`config.mk`:
```
export PLATFORM = sky130hd
export DESIGN_NAME = tdc_pair_tx
export DESIGN_NICKNAME = d
export VERILOG_FILES = /design/src/rtl/tdc_pair_tx.sv
export SDC_FILE = /design/constraint.sdc
export NUM_CORES = 1
export LEC_CHECK = 0
export BUFFER_PORTS_ARGS = -buffer_cell sky130_fd_sc_hd__buf_2
export CAP_MARGIN = 20
export CORE_ASPECT_RATIO = 0.7
export CORE_MARGIN = 3
export CORE_UTILIZATION = 45
export CTS_CLUSTER_SIZE = 20
export DETAILED_ROUTE_END_ITERATION = 16
export GPL_TIMING_DRIVEN = 1
export PLACE_DENSITY = 0.66
export SLEW_MARGIN = 20
export SYNTH_ARGS = -nofsm -noshare
export SYNTH_HDL_FRONTEND = slang
export SYNTH_SLANG_ARGS = --single-unit
```
`constraint.sdc`:
```
create_clock -name clk -period 5.77 [get_ports clk]
set_clock_uncertainty 0.05 [all_clocks]
set_input_delay 0 -clock clk [delete_from_list [all_inputs] [get_ports clk]]
set_output_delay 0 -clock clk [all_outputs]
set_load 0.005 [all_outputs]
```
`src/rtl/tdc_pair_tx.sv`:
```
// Timestamp-pair transmitter: emits a start/stop dval strobe pair per request
// and publishes the interval the downstream differencer should report.
module tdc_pair_tx #(
  parameter int          GAP    = 2,
  parameter int          COOL   = 4,
  parameter logic [19:0] OFFSET = 20'h007F0
) (
  input  logic        clk,
  input  logic        rst,
  input  logic        req_valid,
  output logic        req_ready,
  input  logic [19:0] req_start,
  input  logic [19:0] req_interval,
  output logic        dval,
  output logic [19:0] mlt,
  output logic [19:0] exp_data,
  output logic        exp_valid,
  output logic        busy,
  output logic [15:0] pair_cnt
);

  typedef enum logic [2:0] {
    IDLE,
    SEND_A,
    WAIT_S,
    SEND_B,
    COOL_S
  } state_e;

  localparam logic [15:0] GAP_M1  = (GAP > 0) ? 16'(GAP - 1) : 16'd0;
  localparam logic [15:0] COOL_M1 = (COOL > 0) ? 16'(COOL - 1) : 16'd0;

  state_e      state_q, state_d;
  logic [15:0] gap_q, gap_d;
  logic [15:0] cool_q, cool_d;
  logic [19:0] stop_q, stop_d;
  logic [19:0] exp_r_q, exp_r_d;
  logic        dval_q, dval_d;
  logic [19:0] mlt_q, mlt_d;
  logic [19:0] exp_data_q, exp_data_d;
  logic        exp_valid_q, exp_valid_d;
  logic [15:0] pair_cnt_q, pair_cnt_d;
  logic        ready_q, ready_d;
  logic        send_b;

  assign req_ready = ready_q & ~rst;

  always_comb begin
    state_d     = state_q;
    gap_d       = gap_q;
    cool_d      = cool_q;
    stop_d      = stop_q;
    exp_r_d     = exp_r_q;
    dval_d      = 1'b0;
    mlt_d       = mlt_q;
    exp_data_d  = exp_data_q;
    exp_valid_d = 1'b0;
    pair_cnt_d  = pair_cnt_q;
    ready_d     = ready_q;
    send_b      = 1'b0;
    unique case (state_q)
      IDLE: begin
        if (req_valid && req_ready) begin
          state_d = SEND_A;
          dval_d  = 1'b1;
          mlt_d   = req_start;
          stop_d  = req_start + req_interval;
          exp_r_d = req_interval + OFFSET;
          ready_d = 1'b0;
        end
      end
      SEND_A: begin
        if (GAP > 0) begin
          state_d = WAIT_S;
          gap_d   = GAP_M1;
        end else begin
          send_b = 1'b1;
        end
      end
      WAIT_S: begin
        if (gap_q == 16'd0) begin
          send_b = 1'b1;
        end else begin
          gap_d = gap_q - 16'd1;
        end
      end
      SEND_B: begin
        if (COOL > 0) begin
          state_d = COOL_S;
          cool_d  = COOL_M1;
        end else begin
          state_d = IDLE;
          ready_d = 1'b1;
        end
      end
      COOL_S: begin
        if (cool_q == 16'd0) begin
          state_d = IDLE;
          ready_d = 1'b1;
        end else begin
          cool_d = cool_q - 16'd1;
        end
      end
      default: begin
        state_d = IDLE;
        ready_d = 1'b1;
      end
    endcase
    // Stop strobe is committed once the start strobe has gone out
    if (send_b) begin
      state_d     = SEND_B;
      dval_d      = 1'b1;
      mlt_d       = stop_q;
      exp_valid_d = 1'b1;
      exp_data_d  = exp_r_q;
      pair_cnt_d  = pair_cnt_q + 16'd1;
    end
  end

  always_ff @(posedge clk) begin
    if (rst) begin
      state_q     <= IDLE;
      gap_q       <= 16'd0;
      cool_q      <= 16'd0;
      stop_q      <= 20'd0;
      exp_r_q     <= 20'd0;
      dval_q      <= 1'b0;
      mlt_q       <= 20'd0;
      exp_data_q  <= 20'd0;
      exp_valid_q <= 1'b0;
      pair_cnt_q  <= 16'd0;
      ready_q     <= 1'b1;
    end else begin
      state_q     <= state_d;
      gap_q       <= gap_d;
      cool_q      <= cool_d;
      stop_q      <= stop_d;
      exp_r_q     <= exp_r_d;
      dval_q      <= dval_d;
      mlt_q       <= mlt_d;
      exp_data_q  <= exp_data_d;
      exp_valid_q <= exp_valid_d;
      pair_cnt_q  <= pair_cnt_d;
      ready_q     <= ready_d;
    end
  end

  assign dval      = dval_q;
  assign mlt       = mlt_q;
  assign exp_data  = exp_data_q;
  assign exp_valid = exp_valid_q;
  assign busy      = (state_q != IDLE);
  assign pair_cnt  = pair_cnt_q;

endmodule

```
## Word-level counts from Yosys, hierarchy flattened

Index checks and enable logic that the tools add are counted.

- Bitwise operators: 4
- Muxes and demuxes: 20
- Reductions and logical operators: 18
- Add/subtract/negate cells: 5
- Equal/unequal tests: 11

Operator list:

| kind | number |
|---|---|
| case mux 16 bit (2 select lines) | 2 |
| 2-to-1 mux 20 bit | 3 |
| zero test 16 bit | 2 |
| 2-to-1 mux 16 bit | 2 |
| subtractor 16 x 1 -> 16 bit (second input constant) | 2 |
| adder 20 x 11 -> 20 bit (second input constant) | 1 |
| adder 20 bit | 1 |
| adder 16 x 1 -> 16 bit (second input constant) | 1 |
| case mux 3 bit (5 select lines) | 1 |
| inequality test 2 bit (second input constant) | 5 |
| AND reduction 3 bit | 3 |
| 2-to-1 mux 1 bit | 8 |
| AND reduction 2 bit | 4 |
| nonzero test 2 bit | 4 |
| equality test 3 x 2 -> 1 bit (second input constant) | 2 |
| 2-to-1 mux 3 bit | 2 |
| inequality test 3 bit (second input constant) | 2 |
| equality test 3 x 1 -> 1 bit (second input constant) | 1 |
| equality test 3 bit (second input constant) | 1 |
| zero test 3 bit | 1 |
| inverter 1 bit | 3 |
| case mux 1 bit (3 select lines) | 1 |
| nonzero test 3 bit | 1 |
| OR reduction 3 bit | 1 |
| 4 further kinds | 4 |

- Input port bits: 43
- Logic and storage cells: 70
- Output and inout bits: 60
- Flip-flop bits (word level): 134

## Longest topological paths before layout

- Depth after elaboration: 6
- Gate-level depth with buffers: 9
- Mapped depth without buffers: 8

## Worst setup path after synthesis

Ideal clock, no wire load.

- Path kind: register to register
- Start point: register gap_q[0]
- End point: register pair_cnt_q[12], in the netlist pair_cnt[12]
- Arrival: 1.871 ns
- Data required time: 5.592 ns
- Setup time: 0.128 ns
- Cell stages (with the launch flop): 10
- Setup slack: 3.721 ns
- Cell sequence: dfxtp_1 inv_1 ha_1 nor4b_1 nand4_4 or2_1 buf_6 nor3_4 xnor2_1 nor2_1

- Cells in the longest elaborated chain, start to end: 3

Ends and longest elaborated chain:

| what | line | source |
|---|---|---|
| start, declared | 34 | `logic [15:0] gap_q, gap_d;` |
| start signal, assigned | 135 | `gap_q <= gap_d;` |
| zero test 16 bit | 81 | `if (gap_q == 16'd0) begin` |
| 2-to-1 mux 1 bit | 81 |  |
| 2-to-1 mux 1 bit | n/a |  |
| end signal, assigned | 143 | `pair_cnt_q <= pair_cnt_d;` |
| end, declared | 42 | `logic [15:0] pair_cnt_q, pair_cnt_d;` |

Every way passes these cells.
A chain may end at the register's enable or synchronous reset.

## Worst setup path in the final report

- Start point: input req_start[0]
- End point: register stop_q[12]

- Cells in the longest elaborated chain, start to end: 1

Ends and longest elaborated chain:

| what | line | source |
|---|---|---|
| start, declared | 12 | `input logic [19:0] req_start,` |
| adder 20 bit | 67 | `stop_d = req_start + req_interval;` |
| end signal, assigned | 137 | `stop_q <= stop_d;` |
| end, declared | 36 | `logic [19:0] stop_q, stop_d;` |

Every way passes these cells.

==> out/metrics.cfg <==
[critical_path]
arrival_ns=2.81
path_class=in -> reg
cp_max_fo=4
worst_ep_required_time_ns=5.98
endpoint_kind=flop
cp-start-kind=input pin

[clocking]
cts_buffers=17
holdBufCountCts=41
cts_tree=yes
insertion_delay_ns=0.41
path_clk_slew_ns=0.06
clock-sinks=134
cts-root-buf=clkbuf_16
htreeDepth=4
cts.repair.resized=0
postCtsSetupRepairBufs=0
cts.path.max_buffers=2

[cells_and_area]
multi_input_area_um2=3720
syn2layout_area_growth_pct=23.7
mostFrequentLayoutCells=nand2_1 (146), dfxtp_1 (134), nor2_1 (101), buf_2 (101), a21oi_1 (58)
diodes=0
nNetsFinal=1003
n_fill_cell=1336
drive_above_1_share=0.161
post-route-util=0.580
seqCellArea_um2=2680
layout_commonest_cell=nand2_1

[place]
place_hpwl_um=11400
gp_congestion=0.927
pre_cts_slack_ns=3.03
io_buffers=102

[yosys]
syn_nets=883
synth_edf_count=0
synth_area_leaders=dfxtp_1 (40%), nand2_1 (8.3%), nor2_1 (5.7%), xor2_1 (5.7%), ha_1 (4.7%)
synth_simple_gate_area_share=0.265
synthFlopType=dfxtp_1
synth-seq-area-share=0.405
async_flop_share=0
synth_top_area_frac=0.405
syn_avg_cell_area_um2=8.14
yosysTopAreaCell=dfxtp_1
synth-seq-cells=134
synth_area_um2=6630
synth-compound-area-share=0.163
synth-xor-area-share=0.0819
synth_cell_types=60
netlist_instances=814
synth_top_family_by_area=simple AND/OR/NAND/NOR gates
synth_fa_ha_area_frac=0.0502
synthMuxAreaShare=0
yosysWarnings=0

[power]
irDropWorstVdd_uv=222
p_leak_uw=0.00335
powerDensity_nw_per_um2=396

[detailed_routing]
viasPerCell=5.45
drt-initial-drc-count=421
wl_um=17500
dr.pass1.iters=6
drtAntennaViolNets=0
route.vias.total=6187
drc=0
wl_per_cell_um=15.4

[sta]
fmax_mhz=385
period_share=0.450
slew_viol_final=0
setup_viol=0
rsz0062_at_grt=false
period_needed_ns=2.59
hold-worst-slack_ns=0.0230
tns_ns=0
tightest_slew_ns=1.04
hold_viol_final=0
fin_ws_ns=3.18
maxSlewHeadroom=0.309

[floorplanning]
rows=36
die_w_um=151
initial_core_util=0.469
dieHeight_um=108
dieArea_um2=16200
io_pins=103
core_area_um2=14100

[global_route]
first_global_vias=5758
grt_max_degree=103
overflow=0
grt_pass1_wl_um=28900
antenna_found_initial=0
track_usage=0.220

[status]
status=completed

[worst_hold_path]
hp-class=in -> reg

[run]
maxCapViolCount=0

## layout make-up
class                   count  share of cell area
flip-flops and latches    134               0.327
repair buffers            148               0.117
clock buffers              19              0.0552
clock inverters            12              0.0127
well taps                 190              0.0290
inverters                  10             0.00458
multi-input cells         623               0.454
## worst max-delay path, cell delays in order
cell	delay, ns
dlygate4sd3_1	0.54
buf_2	0.13
ha_1	0.22
fa_1	0.43
a211oi_1	0.40
o21a_1	0.24
o21ba_2	0.23
o21ai_0	0.13
xnor2_1	0.35
o21ai_0	0.14
## state kept, by name (all words and copies together) (netlist names)
register and cells:
cool_q 16, dval 1, exp_data 20, exp_r_q 20, exp_valid 1, gap_q 16
mlt 20, pair_cnt 16, ready_q 1, state_q 3, stop_q 20
## layer usage
layer / routed length [µm] / part of all wire / global-route usage
met5: 0 / 0 / 0
met4: 199 / 0.011 / 0.0511
met3: 940 / 0.054 / 0.0501
met2: 7630 / 0.44 / 0.327
met1: 8750 / 0.50 / 0.324
## power breakdown
part,internal (µW),switching (µW)
clock network,611,408
registers,1080,128
logic,408,608
total,2100,1140
## cells by family after synthesis
group           after synthesis
fa+ha+maj                    26
compound gates              164
buf+inv                      57
xor+xnor                     62
simple gates                371
flops                       134
## path summary, 6_finish.rpt
| check | start | to | slack (ns) | cells after the start |
|---|---|---|---|---|
| worst max-delay path | req_start[0] | stop_q[12] | 3.18 | 10 |
| worst min register to register | exp_data[10] | exp_data[10] | 0.40 | 2 |
| worst max register to register | gap_q[0] | pair_cnt[12] | 3.23 | 9 |
| worst min-delay path | req_interval[12] | exp_r_q[12] | 0.02 | 3 |
## Yosys cell counts (19+ instances only)
cell type	n
nand3_1	21
nor2_1	101
clkbuf_1	33
nand2_1	146
xnor2_1	19
ha_1	25
o21ai_0	20
a311oi_1	22
a21oi_1	58
xor2_1	43
a211oi_1	19
dfxtp_1	134
## metrics by stage
stage,std cells,area (µm²),total power [µW]
after detailed placement,1064,7230,2200
after floorplan,814,6630,1940
after global placement,1064,7230,2200
final,1136,8200,3250
after global routing,1136,8200,3460
after CTS,1136,8190,3250
Power figures use the tool's default switching activity.
